File: config.mk
export PLATFORM = sky130hd
export DESIGN_NAME = ghost_cmd_router
export DESIGN_NICKNAME = d
export VERILOG_FILES = /design/src/rtl/ghost_pkg.sv /design/src/rtl/ghost_frame_timer.sv /design/src/rtl/ghost_cmd_router.sv
export SDC_FILE = /design/constraint.sdc
export NUM_CORES = 1
export LEC_CHECK = 0
export ABC_AREA = 1
export CAP_MARGIN = 0
export CORE_MARGIN = 2
export CORE_UTILIZATION = 51
export CTS_BUF_LIST = sky130_fd_sc_hd__clkbuf_16
export CTS_CLUSTER_DIAMETER = 30
export DETAILED_ROUTE_END_ITERATION = 10
export PLACE_DENSITY = 0.76
export SLEW_MARGIN = 40
export SYNTH_ARGS = -nofsm -noshare
export SYNTH_HDL_FRONTEND = slang
export SYNTH_SLANG_ARGS = --single-unit
File: constraint.sdc
create_clock -name i_clk -period 4.05 [get_ports i_clk]
set_input_delay 0.81 -clock i_clk [delete_from_list [all_inputs] [get_ports i_clk]]
set_output_delay 0.81 -clock i_clk [all_outputs]
set_load 0.01 [all_outputs]
File: src/rtl/ghost_pkg.sv
// Shared constants and FSM encoding for the ghost command router.
// Latency: n/a (declarations only).
// Backpressure: n/a.
package ghost_pkg;

    // Frame start marker; only meaningful while the router is idle.
    localparam logic [7:0] SYNC_BYTE = 8'hA5;

    // Width of the saturating rejected-frame counter.
    localparam int ERR_CNT_W = 8;

    typedef enum logic [1:0] {
        ST_IDLE = 2'd0,
        ST_ADDR = 2'd1,
        ST_DATA = 2'd2,
        ST_CSUM = 2'd3
    } state_t;

endpackage

File: src/rtl/ghost_frame_timer.sv
// Inter-byte idle timer: pulses o_timeout after TIMEOUT_CYC byte-free cycles inside a frame.
// Latency: combinational pulse on the expiring cycle; counter updates on i_clk.
// Backpressure: none; a byte (i_clr) in the expiring cycle suppresses the pulse.
module ghost_frame_timer #(
    parameter int TIMEOUT_CYC = 50000
) (
    input  logic i_clk,
    input  logic i_rst,
    input  logic i_clr,
    input  logic i_en,
    output logic o_timeout
);

    localparam int CW = (TIMEOUT_CYC > 1) ? $clog2(TIMEOUT_CYC) : 1;
    localparam logic [CW-1:0] LAST = CW'(TIMEOUT_CYC - 1);

    logic [CW-1:0] cnt_q;

    // Count idle cycles while a frame is open; any byte or leaving the frame restarts it.
    always_ff @(posedge i_clk or posedge i_rst) begin
        if (i_rst) begin
            cnt_q <= '0;
        end else if (i_clr || !i_en) begin
            cnt_q <= '0;
        end else if (cnt_q != LAST) begin
            cnt_q <= cnt_q + 1'b1;
        end
    end

    assign o_timeout = i_en && !i_clr && (cnt_q == LAST);

endmodule

File: src/rtl/ghost_cmd_router.sv
// Parses SYNC/ADDR/payload/CSUM byte frames and loads the addressed channel register.
// Latency: register load, update pulse and error pulse one cycle after the CSUM byte.
// Backpressure: none; every valid byte is consumed, bad or stale frames are dropped.
module ghost_cmd_router
    import ghost_pkg::*;
#(
    parameter int                N_CH        = 2,
    parameter int                DATA_W      = 8,
    parameter int                INVERT      = 1,
    parameter logic [DATA_W-1:0] RST_VAL     = '0,
    parameter int                TIMEOUT_CYC = 50000
) (
    input  logic                   i_clk,
    input  logic                   i_rst,
    input  logic                   i_rx_valid,
    input  logic [7:0]             i_rx_byte,
    input  logic [N_CH-1:0]        i_ch_en,
    output logic [N_CH*DATA_W-1:0] o_ch_data,
    output logic [N_CH-1:0]        o_ch_update,
    output logic                   o_frame_err,
    output logic [ERR_CNT_W-1:0]   o_err_cnt,
    output logic                   o_busy
);

    localparam int NB = DATA_W / 8;

    state_t                 state_q, state_d;
    logic [7:0]             addr_q;
    logic [1:0]             bcnt_q;
    logic [7:0]             xor_q;
    logic [DATA_W-1:0]      pay_q;
    logic [N_CH*DATA_W-1:0] ch_data_q;
    logic [N_CH-1:0]        ch_update_q;
    logic                   frame_err_q;
    logic [ERR_CNT_W-1:0]   err_cnt_q;

    logic              tmo;
    logic              commit;
    logic              reject;
    logic              addr_ok;
    logic              en_sel;
    logic              last_byte;
    logic [DATA_W-1:0] wr_val;

    assign addr_ok   = (addr_q < 8'(N_CH));
    assign last_byte = (bcnt_q == 2'(NB - 1));
    assign wr_val    = (INVERT != 0) ? ~pay_q : pay_q;

    ghost_frame_timer #(
        .TIMEOUT_CYC (TIMEOUT_CYC)
    ) u_timer (
        .i_clk     (i_clk),
        .i_rst     (i_rst),
        .i_clr     (i_rx_valid),
        .i_en      (state_q != ST_IDLE),
        .o_timeout (tmo)
    );

    // Pick the write enable of the addressed channel (out-of-range addresses read as 0).
    always_comb begin
        en_sel = 1'b0;
        for (int k = 0; k < N_CH; k++) begin
            if (addr_q == 8'(k)) begin
                en_sel = i_ch_en[k];
            end
        end
    end

    // FSM state register.
    always_ff @(posedge i_clk or posedge i_rst) begin
        if (i_rst) begin
            state_q <= ST_IDLE;
        end else begin
            state_q <= state_d;
        end
    end

    // Next state plus commit/reject decision; a byte always beats the timeout.
    always_comb begin
        state_d = state_q;
        commit  = 1'b0;
        reject  = 1'b0;
        if (i_rx_valid) begin
            case (state_q)
                ST_IDLE: if (i_rx_byte == SYNC_BYTE) state_d = ST_ADDR;
                ST_ADDR: state_d = ST_DATA;
                ST_DATA: if (last_byte) state_d = ST_CSUM;
                ST_CSUM: begin
                    state_d = ST_IDLE;
                    if ((i_rx_byte == xor_q) && addr_ok) begin
                        commit = 1'b1;
                    end else begin
                        reject = 1'b1;
                    end
                end
                default: state_d = ST_IDLE;
            endcase
        end else if (tmo) begin
            state_d = ST_IDLE;
            reject  = 1'b1;
        end
    end

    // Frame datapath: address latch, running XOR, payload shift, channel writes and error count.
    always_ff @(posedge i_clk or posedge i_rst) begin
        if (i_rst) begin
            addr_q      <= '0;
            bcnt_q      <= '0;
            xor_q       <= '0;
            pay_q       <= '0;
            ch_data_q   <= {N_CH{RST_VAL}};
            ch_update_q <= '0;
            frame_err_q <= 1'b0;
            err_cnt_q   <= '0;
        end else begin
            ch_update_q <= '0;
            frame_err_q <= reject;
            if (reject && (err_cnt_q != '1)) begin
                err_cnt_q <= err_cnt_q + 1'b1;
            end
            if (i_rx_valid) begin
                case (state_q)
                    ST_ADDR: begin
                        addr_q <= i_rx_byte;
                        xor_q  <= i_rx_byte;
                        bcnt_q <= '0;
                    end
                    ST_DATA: begin
                        xor_q  <= xor_q ^ i_rx_byte;
                        pay_q  <= DATA_W'({pay_q, i_rx_byte});
                        bcnt_q <= last_byte ? 2'd0 : bcnt_q + 1'b1;
                    end
                    default: ;
                endcase
            end
            for (int k = 0; k < N_CH; k++) begin
                if (commit && en_sel && (addr_q == 8'(k))) begin
                    ch_data_q[k*DATA_W +: DATA_W] <= wr_val;
                    ch_update_q[k]                <= 1'b1;
                end
            end
        end
    end

    assign o_ch_data   = ch_data_q;
    assign o_ch_update = ch_update_q;
    assign o_frame_err = frame_err_q;
    assign o_err_cnt   = err_cnt_q;
    assign o_busy      = (state_q != ST_IDLE);

endmodule

# After elaboration in Yosys (flattened, before gate mapping)
# Cells that the tools add are included.
[op_classes]
addsub = 3
order_cmp = 1
eq_ne = 11
muxes = 21
bitwise_logic = 2
reduce_logical = 21
[ops]
columns = ["cell", "n"]
rows = [
  ["16-bit 2-to-1 mux", 2],
  ["16-bit by 1-bit adder with 16-bit output (second input constant)", 1],
  ["16-bit equality test (second input constant)", 1],
  ["16-bit != test (second input constant)", 1],
  ["8-bit case mux with 2 select lines", 1],
  ["1-bit 2-to-1 mux", 11],
  ["2-bit 2-to-1 mux", 5],
  ["8-bit by 1-bit adder with 8-bit output (second input constant)", 1],
  ["8-bit by 1-bit equality test with 1-bit output (second input constant)", 1],
  ["8-bit equality test", 1],
  ["8-bit equality test (second input constant)", 1],
  ["8-bit logical NOT", 1],
  ["8-bit by 2-bit < comparator with 1-bit output (second input constant)", 1],
  ["8-bit != test (second input constant)", 1],
  ["8-bit NOT", 1],
  ["2-bit case mux with 4 select lines", 1],
  ["2-bit nonzero test", 4],
  ["8-bit XOR", 1],
  ["1-bit logical AND", 7],
  ["3-bit != test (second input constant)", 2],
  ["2-bit AND reduction", 3],
  ["2-bit equality test (second input constant)", 2],
  ["2-bit logical NOT", 2],
  ["2-bit case mux with 2 select lines", 1],
  ["other kinds (5)", 6],
]
[totals]
regBits = 71
input_bits = 13
out_inout_bits = 28
elab_cells = 70

# Longest topological paths before layout
# Gate-level depths: netlist of the first run.
[depth]
ltp_word = 8
ltp_mapped = 11
mapped_depth_nobuf = 10

# By module
# A second synthesis of the first run with hierarchy kept.
[unflattened]
hier_cells = 446
hier_area_um2 = 3594.7
[by_module_without_submodules]
columns = ["module", "instances", "cells_per_inst", "area_per_inst_um2", "seq_area_each_um2"]
rows = [
  ["ghost_cmd_router", 1, 298, 2610.0, 1376.3],
  ["ghost_frame_timer", 1, 148, 984.7, 400.4],
]

# Worst setup path before layout of the first run
# No wires, ideal clock.
[synth_path]
path_type = "in2reg"
start = "input i_rx_valid"
end = "register ch_data_q[0] (netlist: o_ch_data[0])"
setup_ps = 117
arrival_time_ps = 1826
t_required_ps = 3933
slack_ps = 2107
path_stages = 6
n_path_buf = 1
cell_sequence = "clkdlybuf4s15_2 nand2_1 nor3_4 nand3_4 nand2_1 nand2_1"
[synth_via]
elab_chain_len = 3
[synth_lines]
columns = ["item", "line_no", "rtl"]
rows = [
  ["start: declaration", "ghost_cmd_router.sv:15", "input logic i_rx_valid,"],
  ["1-bit 2-to-1 mux", "ghost_cmd_router.sv:83", "if (i_rx_valid) begin"],
  ["1-bit logical AND (2 in series)", "ghost_cmd_router.sv:137", "if (commit && en_sel && (addr_q == 8'(k))) begin"],
  ["end signal: assignment", "ghost_cmd_router.sv:111", "ch_data_q <= {N_CH{RST_VAL}};"],
  ["end signal: indexed assignment", "ghost_cmd_router.sv:138", "ch_data_q[k*DATA_W +: DATA_W] <= wr_val;"],
  ["end: declaration", "ghost_cmd_router.sv:32", "logic [N_CH*DATA_W-1:0] ch_data_q;"],
]
# Every way passes these cells.
# A chain may end at the register's enable or synchronous reset.

# Worst setup path after layout of the first run
[layout_path]
start = "input i_rx_byte[7]"
end = "register ch_data_q[8] (netlist: o_ch_data[8])"
[layout_via]
elab_chain_len = 7
[layout_lines]
columns = ["item", "line_no", "rtl"]
rows = [
  ["start: declaration", "ghost_cmd_router.sv:16", "input logic [7:0] i_rx_byte,"],
  ["8-bit equality test", "ghost_cmd_router.sv:90", "if ((i_rx_byte == xor_q) && addr_ok) begin"],
  ["1-bit logical AND", "ghost_cmd_router.sv:90", ""],
  ["1-bit 2-to-1 mux", "ghost_cmd_router.sv:90", ""],
  ["1-bit 2-to-1 mux", "ghost_cmd_router.sv:84", "case (state_q)"],
  ["1-bit 2-to-1 mux", "ghost_cmd_router.sv:83", ""],
  ["1-bit logical AND (2 in series)", "ghost_cmd_router.sv:137", ""],
]
# Every way passes these cells.

==> results.md, run 1 <==
* DR iter-0 viols at about 160
* Clk sinks at 71
* Ant diodes at 0
* Yosys reg bits at a little over 70
* Worst setup SP type: input port
* Setup-failing EPs final at 0
* First-pass GRT wire length at 12200 um
* Vias in the first global route at 2706
* Final Net Count at 499
* Drt wl/cell at 12.2 um
* Die height at 87.7 um
* Clock Path Buffers at 2
* Final Power at ~2.3 mW
* Post-CTS setup buffer count at 0
* Kind of end point of the critical path: flip-flop
* Worst skew pair latency at ~0.33 ns
* Cell area after synthesis at roughly 0.0036 mm2
* Post-route setup TNS at 0 ns
* Worst Path Arrival at 2.79 ns
* Quantity of hold-fixing buffers added after cts at 0
* Die width at between 80 and 90 um
* Post-synth EDFFs at 0
* Final Hold Vio Count at 0
* Clock-pin slew on the worst setup and hold paths at 0.05 ns
* RSZ-0062 raised after global routing: false
* Pins over their slew limit at 0
* First drt pass iteration count at 4
* Worst Path Required at about 4.3 ns
* Via density per instance at about 5
* Max-cap violations at 0
* H-tree Lvls at 3
* VDD IR max at 0.435 mV
* Layout cells sized above 1 at 7.47%
* Power Density at 519 mW/mm2
* Via count at 2911
* Period utilization at 63.8%
* GPL Wtd Cong at ~0.84
* Area Growth Syn to Fin at 22.2%
* Final WL at 7030 um
* Syn nets at approximately 450
* F_max at 0.387 GHz
* Root Buffer: clkbuf_16
* Ys Warns at 0
* Core ar. at around 0.0068 mm2
* Syn avg cell area at 8.28 um2
* Pin count of the biggest net entering global routing at 33
* Min Hold Slack at between 0.4 and 0.5 ns
* Count of cell types in the netlist at 32
* Initial cell density of the core at 52.6%
* IO Count at 41
* Synth area leader: dfrtp_1
* Slew HR at around 52%
* DP HPWL at 5130 um
* Asr flop ratio synth at 100%
* Gr usage total at 20.2%
* FP Rows at 30
* Post-route DRC at 0
* Mapped Cells at 432
* Share of the synthesized area in the top cell type at 49.7%
* Die ar. at 0.00770 mm2
* Port Buffers at 40
* Clock skew at 0.00305 ns
* Crit path kind: input port to flip-flop
* Worst Path Max Fanout at 18
* Status: finished, final reports clean
* Post-CTS Resized at 0
* Cts bufs inserted at 9
* Tmin final at 2.58 ns
* Least-Margin Pin Slew at 0.717 ns
* Primary FF master, synth: dfrtp_1
* Final core occ at about 64%
* TritonCTS clock tree: built
* Post-synthesis sequential area ratio at approximately 50%
* Worst hold path type: flip-flop to flip-flop
* DRT antenna net count at 0
* Leak at 2.20 nW
* Global route overflow at 0
* Top post-synthesis cells by area: dfrtp_1 50%, nand2_1 14%, inv_1 5.5%
* Initial antenna violation count at 0
[power breakdown]
group / leakage, nW / total [mW] / internal, mW / switching [mW]
Sequential: 0.954 / 0.940 / 0.845 / 0.0957
Clock: 0.151 / 0.801 / 0.528 / 0.273
Combinational: 1.10 / 0.526 / 0.196 / 0.330
[placed cells by master (no fill, tap or decap), types with 4 or more instances in the layout]
cell type / count
clkbuf_16: 9
nor2_1: 26
dfrtp_1: 71
nand3_1: 26
o21ai_0: 26
nand4_1: 22
nand2_1: 136
inv_1: 52
xor2_1: 13
clkinv_1: 4
nor3_1: 4
a21oi_1: 7
inv_2: 6
nand2_2: 4
clkdlybuf4s50_1: 40
ha_1: 9
[synth_stat cells, types with 2 or more instances]
library cell / number
nor2_1: 26
inv_1: 52
xor2_1: 13
or2_2: 2
o21ai_0: 26
nand3_1: 26
nor2_2: 3
nand2_1: 136
inv_2: 5
nand2_2: 4
nor2_8: 2
ha_1: 9
dfrtp_1: 71
a21oi_1: 7
o21a_1: 3
xnor2_1: 2
nand4_1: 22
clkbuf_1: 5
nand3_4: 2
nor3_1: 4
[per-stage QoR]
stage / area, um2 / cells / setup WS [ns]
3_5_place_dp: 4070 / 562 / 1.14
2_1_floorplan: 3580 / 432 / 1.44
5_1_grt: 4370 / 578 / 1.21
3_3_place_gp: 4070 / 562 / 1.24
4_1_cts: 4370 / 578 / 1.47
6_report: 4370 / 578 / 1.47
[area by class of cell]
type                       count  area, um2
clock inverter                 7       78.8
fill                         585       2420
timing repair buffer          43        423
tap                           96        120
multi-input combinational    295       1530
sequential                    71       1780
inverter                      57        214
clock buffer                   9        225
[cells by family (layout without fill, tap and decap cells)]
logic type               after synthesis  after routing  synth area share, %
AND/OR/NAND/NOR                      232            232                 30.2
adder cells (fa/ha/maj)                9              9                 3.15
AO/OA/AOI/OAI                         39             39                 5.84
flip-flops                            71             71                 49.7
buffers and inverters                 66            116                 7.49
XOR/XNOR                              15             15                 3.67
[registers in the layout, summed over array words and instances (netlist names)]
signal	flops
addr_q	8
pay_q	8
o_frame_err	1
state_q	2
xor_q	8
u_timer.cnt_q	16
o_ch_update	2
bcnt_q	2
o_err_cnt	8
o_ch_data	16
[routing by layer]
layer  GRT usage (%)  vias up  part of all wire, %
met5               0        -                    0
met4            6.99        0                  1.7
met3            4.71       12                  3.4
met2            31.7       56                   48
met1            27.8     1378                   47
li1                -     1465                    -
[worst paths after layout]
kind | slack, ns | from | to | cells after the start
max in group asynchronous | 2.40 | i_rst | o_err_cnt[3]$_DFFE_PP0P_ | 3
hold / removal | 0.48 | o_ch_data[13]$_DFFE_PP0P_ | o_ch_data[13]$_DFFE_PP0P_ | 2
min in group asynchronous | 0.90 | i_rst | u_timer.cnt_q[14]$_DFFE_PP0N_ | 2
hold reg to reg | 0.48 | o_ch_data[13]$_DFFE_PP0P_ | o_ch_data[13]$_DFFE_PP0P_ | 2
setup reg to reg | 1.91 | state_q[0]$_DFFE_PP0P_ | o_err_cnt[5]$_DFFE_PP0P_ | 9
setup / recovery | 1.47 | i_rx_byte[7] | o_ch_data[8]$_DFFE_PP0P_ | 10
[critical path: stages]
cell,delay (ns)
clkdlybuf4s50_1,0.54
inv_2,0.08
nand2_1,0.07
nand2_1,0.07
nor2_2,0.13
nand3_2,0.12
nor3_4,0.57
nand3_4,0.23
nand2_1,0.11
nand2_1,0.06
(Power assumes the default switching activity.)
==> run 2, diff against run 1 <==
--- a/config.mk
+++ b/config.mk
@@ -12,7 +12,7 @@
 export CTS_BUF_LIST = sky130_fd_sc_hd__clkbuf_16
 export CTS_CLUSTER_DIAMETER = 30
 export DETAILED_ROUTE_END_ITERATION = 10
-export PLACE_DENSITY = 0.76
+export PLACE_DENSITY = 0.78
 export SLEW_MARGIN = 40
 export SYNTH_ARGS = -nofsm -noshare
 export SYNTH_HDL_FRONTEND = slang
==> constraint.sdc (replaced) <==
create_clock -name i_clk -period 2.15 [get_ports i_clk]
set_input_delay 0.43 -clock i_clk [delete_from_list [all_inputs] [get_ports i_clk]]
set_output_delay 0.43 -clock i_clk [all_outputs]
set_load 0.01 [all_outputs]
==> results.md, run 2 (synthesis results as in run 1) <==
* Status: finished, final reports clean
* Port Buffers at 40 (unchanged)
* Clock-pin slew on the worst setup and hold paths at 0.06 ns (about the same)
* Pins over their slew limit at 0 (unchanged)
* Post-Place Cell Area at 0.00415 mm2 (+2.0%)
* Worst setup SP type: flip-flop
* First drt pass iteration count at 5 (+1)
* FP Rows at 30 (unchanged)
* DR iter-0 viols at 180 (+15%)
* Final Net Count at 507 (+1.6%)
* Clk sinks at 71 (unchanged)
* GPL Wtd Cong at 0.830 (-1.2%)
* Via density per instance at 5.02 (-0.42%)
* Kind of end point of the critical path: primary output
* Cts bufs inserted at 9 (unchanged)
* Worst hold path type: flip-flop to flip-flop
* Initial antenna violation count at 0 (unchanged)
* F_max at 0.480 GHz
* Root Buffer: clkbuf_16
* VDD IR max at 0.656 mV (+51%)
* Clock Path Buffers at 2 (unchanged)
* H-tree Lvls at 3 (unchanged)
* First-pass GRT wire length at 12400 um (+1.9%)
* Worst Path Max Fanout at 4 (-14)
* Ant diodes at 0 (unchanged)
* Power Density at 981 mW/mm2 (+89%)
* Final WL at 7180 um (+2.2%)
* Final Hold Vio Count at 0 (unchanged)
* Vias in the first global route at 2653 (-2.0%)
* Drt wl/cell at 12.3 um (+0.84%)
* Worst skew pair latency at 0.33 ns (about the same)
* Commonest non-fill, non-tap cell in the layout: nand2_1
* Gr usage total at 20.4% (+0.18 points)
* Global route overflow at 0 (unchanged)
* Final worst slack at 0.0670 ns (-1.40 ns)
* Core ar. at 0.00679 mm2 (unchanged)
* Die ar. at 0.00770 mm2 (unchanged)
* DRT antenna net count at 0 (unchanged)
* Post-route DRC at 0 (unchanged)
* Crit path kind: flip-flop to primary output
* Busiest grt layer: met2
* Met3 usage at 2.54% (-2.2 points)
* Least-Margin Pin Slew at 0.420 ns (-0.297 ns)
* TritonCTS clock tree: built
* Min Hold Slack at 0.471 ns (-0.00553 ns)
* Final core occ at 65.9% (+1.6 points)
* Via count at 2939 (+0.96%)
* Area Growth Syn to Fin at 25.2%
* Tmin final at between 2 and 2.5 ns
* Period utilization at 96.9%
* Die height at 87.7 um (unchanged)
* Layout cells sized above 1 at 10.0% (+2.5 points)
* DP HPWL at 5030 um (-2.0%)
* Max-cap violations at 0 (unchanged)
* Die width at 87.7 um (unchanged)
* Initial cell density of the core at 52.6% (unchanged)
* Met1 Track Usage GR at 28.8% (+0.94 points)
* Met2 usage at 32.6% (+0.90 points)
* DP Worst Slack at -0.00651 ns (-1.14 ns)
* Most frequent cells in the layout: 135 x nand2_1, 71 x dfrtp_1, 51 x inv_1, 40 x clkdlybuf4s50_1
* RSZ-0062 raised after global routing: false
* Layout Cells excl Fill at 586 (+1.4%)
* Worst Path Required at 1.72 ns (-2.54 ns)
* Post-layout instance area at 0.00448 mm2 (+2.5%)
* Worst Path Arrival at 1.65 ns (-1.14 ns)
* Placed insts at 569 (+1.2%)
* Quantity of hold-fixing buffers added after cts at 0 (unchanged)
* Pin count of the biggest net entering global routing at 72 (+120%)
* Leak at 2.24 nW (+1.9%)
* Slew HR at 71.9% (+20 points)
* IO Count at 41 (unchanged)
* Clock skew at 0.00629 ns (+0.00323 ns)
* Setup-failing EPs final at 0 (unchanged)
-- run 2: power by group --
part	total (mW)	switching, mW	internal, mW	leakage [nW]
Combinational	1.02	0.631	0.393	1.14
Clock	1.58	0.566	1.02	0.150
Sequential	1.79	0.197	1.59	0.954
-- run 2: path summary, 6_finish.rpt --
| path | from | endpoint | slack, ns | depth (start not counted) |
|---|---|---|---|---|
| max | state_q[1]$_DFFE_PP0P_ | o_busy | 0.07 | 4 |
| min | o_ch_data[7]$_DFFE_PP0P_ | o_ch_data[7]$_DFFE_PP0P_ | 0.47 | 2 |
| min reg2reg | o_ch_data[7]$_DFFE_PP0P_ | o_ch_data[7]$_DFFE_PP0P_ | 0.47 | 2 |
| min in group asynchronous | i_rst | u_timer.cnt_q[5]$_DFFE_PP0N_ | 0.55 | 3 |
| max in group asynchronous | i_rst | u_timer.cnt_q[12]$_DFFE_PP0N_ | 1.27 | 3 |
| max reg2reg | u_timer.cnt_q[1]$_DFFE_PP0N_ | o_err_cnt[7]$_DFFE_PP0P_ | 0.26 | 10 |
-- run 2: through the flow --
stage	setup TNS, ns	power, mW
CTS	0	4.41
global route	0	4.66
finish	0	4.39
floorplan	0	2.50
detailed placement	-0.0218	2.81
global placement	0	2.76
-- run 2: routing by layer --
layer  vias to the layer above  part of all wire (%)
li1                       1476                     -
met1                      1400                    48
met2                        54                    48
met3                         9                   3.0
met4                         0                   1.1
met5                         -                     0
-- run 2: area by class of cell --
class	count	area, um2
Clock buffer	9	225
Clock inverter	7	96.3
Fill cell	546	2320
Inverter	57	218
Multi-Input combinational cell	295	1530
Sequential cell	71	1780
Tap cell	96	120
Timing Repair Buffer	51	508
-- run 2: timing repair --
item	4_1_cts	5_1_grt
hold endpoints to repair	0	0
setup buffers	0	1
setup endpoints to repair	0	2
gates resized for setup	0	1
-- run 2: worst max-delay path: stages, from the launching register on --
cell and delay (ns):
dfrtp_1 0.41, inv_1 0.11, ha_1 0.23, inv_1 0.06, clkdlybuf4s50_1 0.52
==> run 3, diff against run 2 <==
--- a/config.mk
+++ b/config.mk
@@ -7,7 +7,7 @@
 export LEC_CHECK = 0
 export ABC_AREA = 1
 export CAP_MARGIN = 0
-export CORE_MARGIN = 2
+export CORE_MARGIN = 3
 export CORE_UTILIZATION = 51
 export CTS_BUF_LIST = sky130_fd_sc_hd__clkbuf_16
 export CTS_CLUSTER_DIAMETER = 30
==> results.md, run 3 (synthesis results as in run 1) <==
* Status: finished, final reports clean
* Post-route DRC at 0 (unchanged)
* Core ar. at 0.00657 mm2 (-3.3%)
* Setup-failing EPs final at 0 (unchanged)
* Drt wl/cell at 12.7 um (+3.2%)
* Pins over their slew limit at 0 (unchanged)
* Leak at 2.24 nW (about the same)
* Die height at 89.7 um (+2.3%)
* Root Buffer: clkbuf_16
* TritonCTS clock tree: built
* Worst skew pair latency at 0.33 ns (about the same)
* Crit-path cells: inv_1 -> ha_1 -> inv_1 -> clkdlybuf4s50_1
* Placed insts at 565 (-0.70%)
* F_max at 0.482 GHz (+0.47%)
* Layout cells sized above 1 at 9.24% (-0.76 points)
* Final Hold Vio Count at 0 (unchanged)
* Post-route setup TNS at 0 ns (unchanged)
* Slew HR at 68.5% (-3.4 points)
* Commonest non-fill, non-tap cell in the layout: nand2_1
* Clock Path Buffers at 2 (unchanged)
* Final Power at 4.46 mW (+1.5%)
* Final Net Count at 505 (-0.39%)
* Initial cell density of the core at 54.4% (+1.8 points)
* Crit path kind: flip-flop to primary output
* Die ar. at 0.00805 mm2 (+4.6%)
* Flop2flop setup slack at 0.24 ns (-0.02 ns)
* Pin count of the biggest net entering global routing at 35 (-51%)
* Area Growth Syn to Fin at 25.0%
* GPL Wtd Cong at 0.846 (+1.9%)
* Pint at 3.10 mW (+3.2%)
* Clock share of power at 37.2% (+1.2 points)
* Slowest library cell on the worst path: clkdlybuf4s50_1
* Via density per instance at 5.11 (+1.9%)
* Most frequent cell on the critical path: inv_1
* Period utilization at 96.4% (-0.45 points)
* DRT antenna net count at 0 (unchanged)
* H-tree Lvls at 3 (unchanged)
* Worst hold path type: flip-flop to flip-flop
* Worst Path Buf+Inv at 3 (unchanged)
* IO Count at 41 (unchanged)
* Max-cap violations at 0 (unchanged)
* Quantity of hold-fixing buffers added after cts at 0 (unchanged)
* First-pass GRT wire length at 13100 um (+5.4%)
* Sequential Power Share at 40.0% (-0.7 points)
* Via count at 2963 (+0.82%)
* DP HPWL at 5180 um (+3.1%)
* Vias in the first global route at 2768 (+4.3%)
* Worst Path Arrival at 1.64 ns (about the same)
* Layout Cells excl Fill at 580 (-1.0%)
* Clock-pin slew on the worst setup and hold paths at 0.05 ns (about the same)
* RSZ-0062 raised after global routing: false
* Least-Margin Pin Slew at 0.471 ns (+0.0510 ns)
* FP Rows at 29 (-3.3%)
* Top cell family by delay on the critical path: buffers and inverters
* DR iter-0 viols at 155 (-14%)
* Min Hold Slack at 0.468 ns (-0.00247 ns)
* Post-layout instance area at 0.00447 mm2 (-0.17%)
* Ant diodes at 0 (unchanged)
* VDD IR max at 0.619 mV (-5.7%)
* Initial antenna violation count at 0 (unchanged)
* Clk sinks at 71 (unchanged)
* Gate power share at 22.8% (-0.5 points)
* Post-CTS setup buffer count at 0 (unchanged)
* Most frequent cells in the layout: 136 x nand2_1, 71 x dfrtp_1, 51 x inv_1, 40 x clkdlybuf4s50_1
* Post-Place Cell Area at 0.00414 mm2 (-0.27%)
* Clock skew at 0.00738 ns (+0.00109 ns)
* Worst setup SP type: flip-flop
* Kind of end point of the critical path: primary output
* Worst Path Max Fanout at 4 (unchanged)
* Cts bufs inserted at 9 (unchanged)
* Sw Ratio at 30.6% (-1.1 points)
* Gr usage total at 19.7% (-0.73 points)
* CP max stage delay at 0.52 ns (about the same)
* Power Density at 998 mW/mm2 (+1.7%)
* Final WL at 7340 um (+2.2%)
* Global route overflow at 0 (unchanged)
* Die width at 89.7 um (+2.3%)
* Tmin final at 2.07 ns (-0.00968 ns)
* Post-CTS Resized at 0 (unchanged)
* Sw Pwr at 1.37 mW (-2.0%)
* Port Buffers at 40 (unchanged)
* First drt pass iteration count at 4 (-1)
* Worst Path Required at 1.72 ns (about the same)
-- run 3: changes by cell type in the layout (fill, tap and decap cells not counted) --
cell        previous run  this run
buf_4                  9         7
bufinv_16              2         3
clkinvlp_4             3         2
inv_6                  1         0
nand2_1              135       136
nand2_2                5         4
-- run 3: final cells by class --
cell class                 count  area [um2]
clock inverter                 6         110
timing repair buffer          49         493
inverter                      57         218
clock buffer                   9         225
sequential                    71        1780
tap                           93         116
fill                         517        2100
multi-input combinational    295        1530
-- run 3: layer usage --
layer	share of wire, %	global-route usage (%)	up-vias
met2	48	31.5	73
met4	1.5	8.05	0
met1	47	27.2	1400
met3	4.1	2.75	9
met5	0	0	-
li1	-	-	1481
-- run 3: worst paths after layout --
kind                                              start                       end  cells past startpoint
max                              state_q[0]$_DFFE_PP0P_                    o_busy                      4
min                            o_ch_data[9]$_DFFE_PP0P_  o_ch_data[9]$_DFFE_PP0P_                      2
max reg2reg                u_timer.cnt_q[1]$_DFFE_PP0N_    state_q[0]$_DFFE_PP0P_                     10
min reg2reg                    o_ch_data[9]$_DFFE_PP0P_  o_ch_data[9]$_DFFE_PP0P_                      2
max in group asynchronous                         i_rst    state_q[0]$_DFFE_PP0P_                      3
min in group asynchronous                         i_rst  o_ch_data[7]$_DFFE_PP0P_                      2
-- run 3: tightest hold or removal path, cell delays in order (launching register included) --
cell and delay (ns):
dfrtp_1 0.34, nand2_1 0.05, nand2_1 0.05
-- run 3: power by group through the flow --
stage | clock [mW] | combinational [mW] | sequential (mW)
2_1_floorplan | 0 | 0.734 | 1.77
3_3_place_gp | 0 | 0.971 | 1.79
3_5_place_dp | 0 | 1.01 | 1.80
4_1_cts | 1.68 | 1.03 | 1.78
5_1_grt | 1.74 | 1.18 | 1.82
6_report | 1.66 | 1.02 | 1.79
-- run 3: metrics by stage --
step | util (%) | worst slack [ns]
after floorplan | - | 0.587
after global placement | 63.0 | 0.0728
after detailed placement | 63.0 | 0.00570
after CTS | 68.1 | 0.0601
after global routing | 68.1 | 0.00435
final | 68.1 | 0.0767
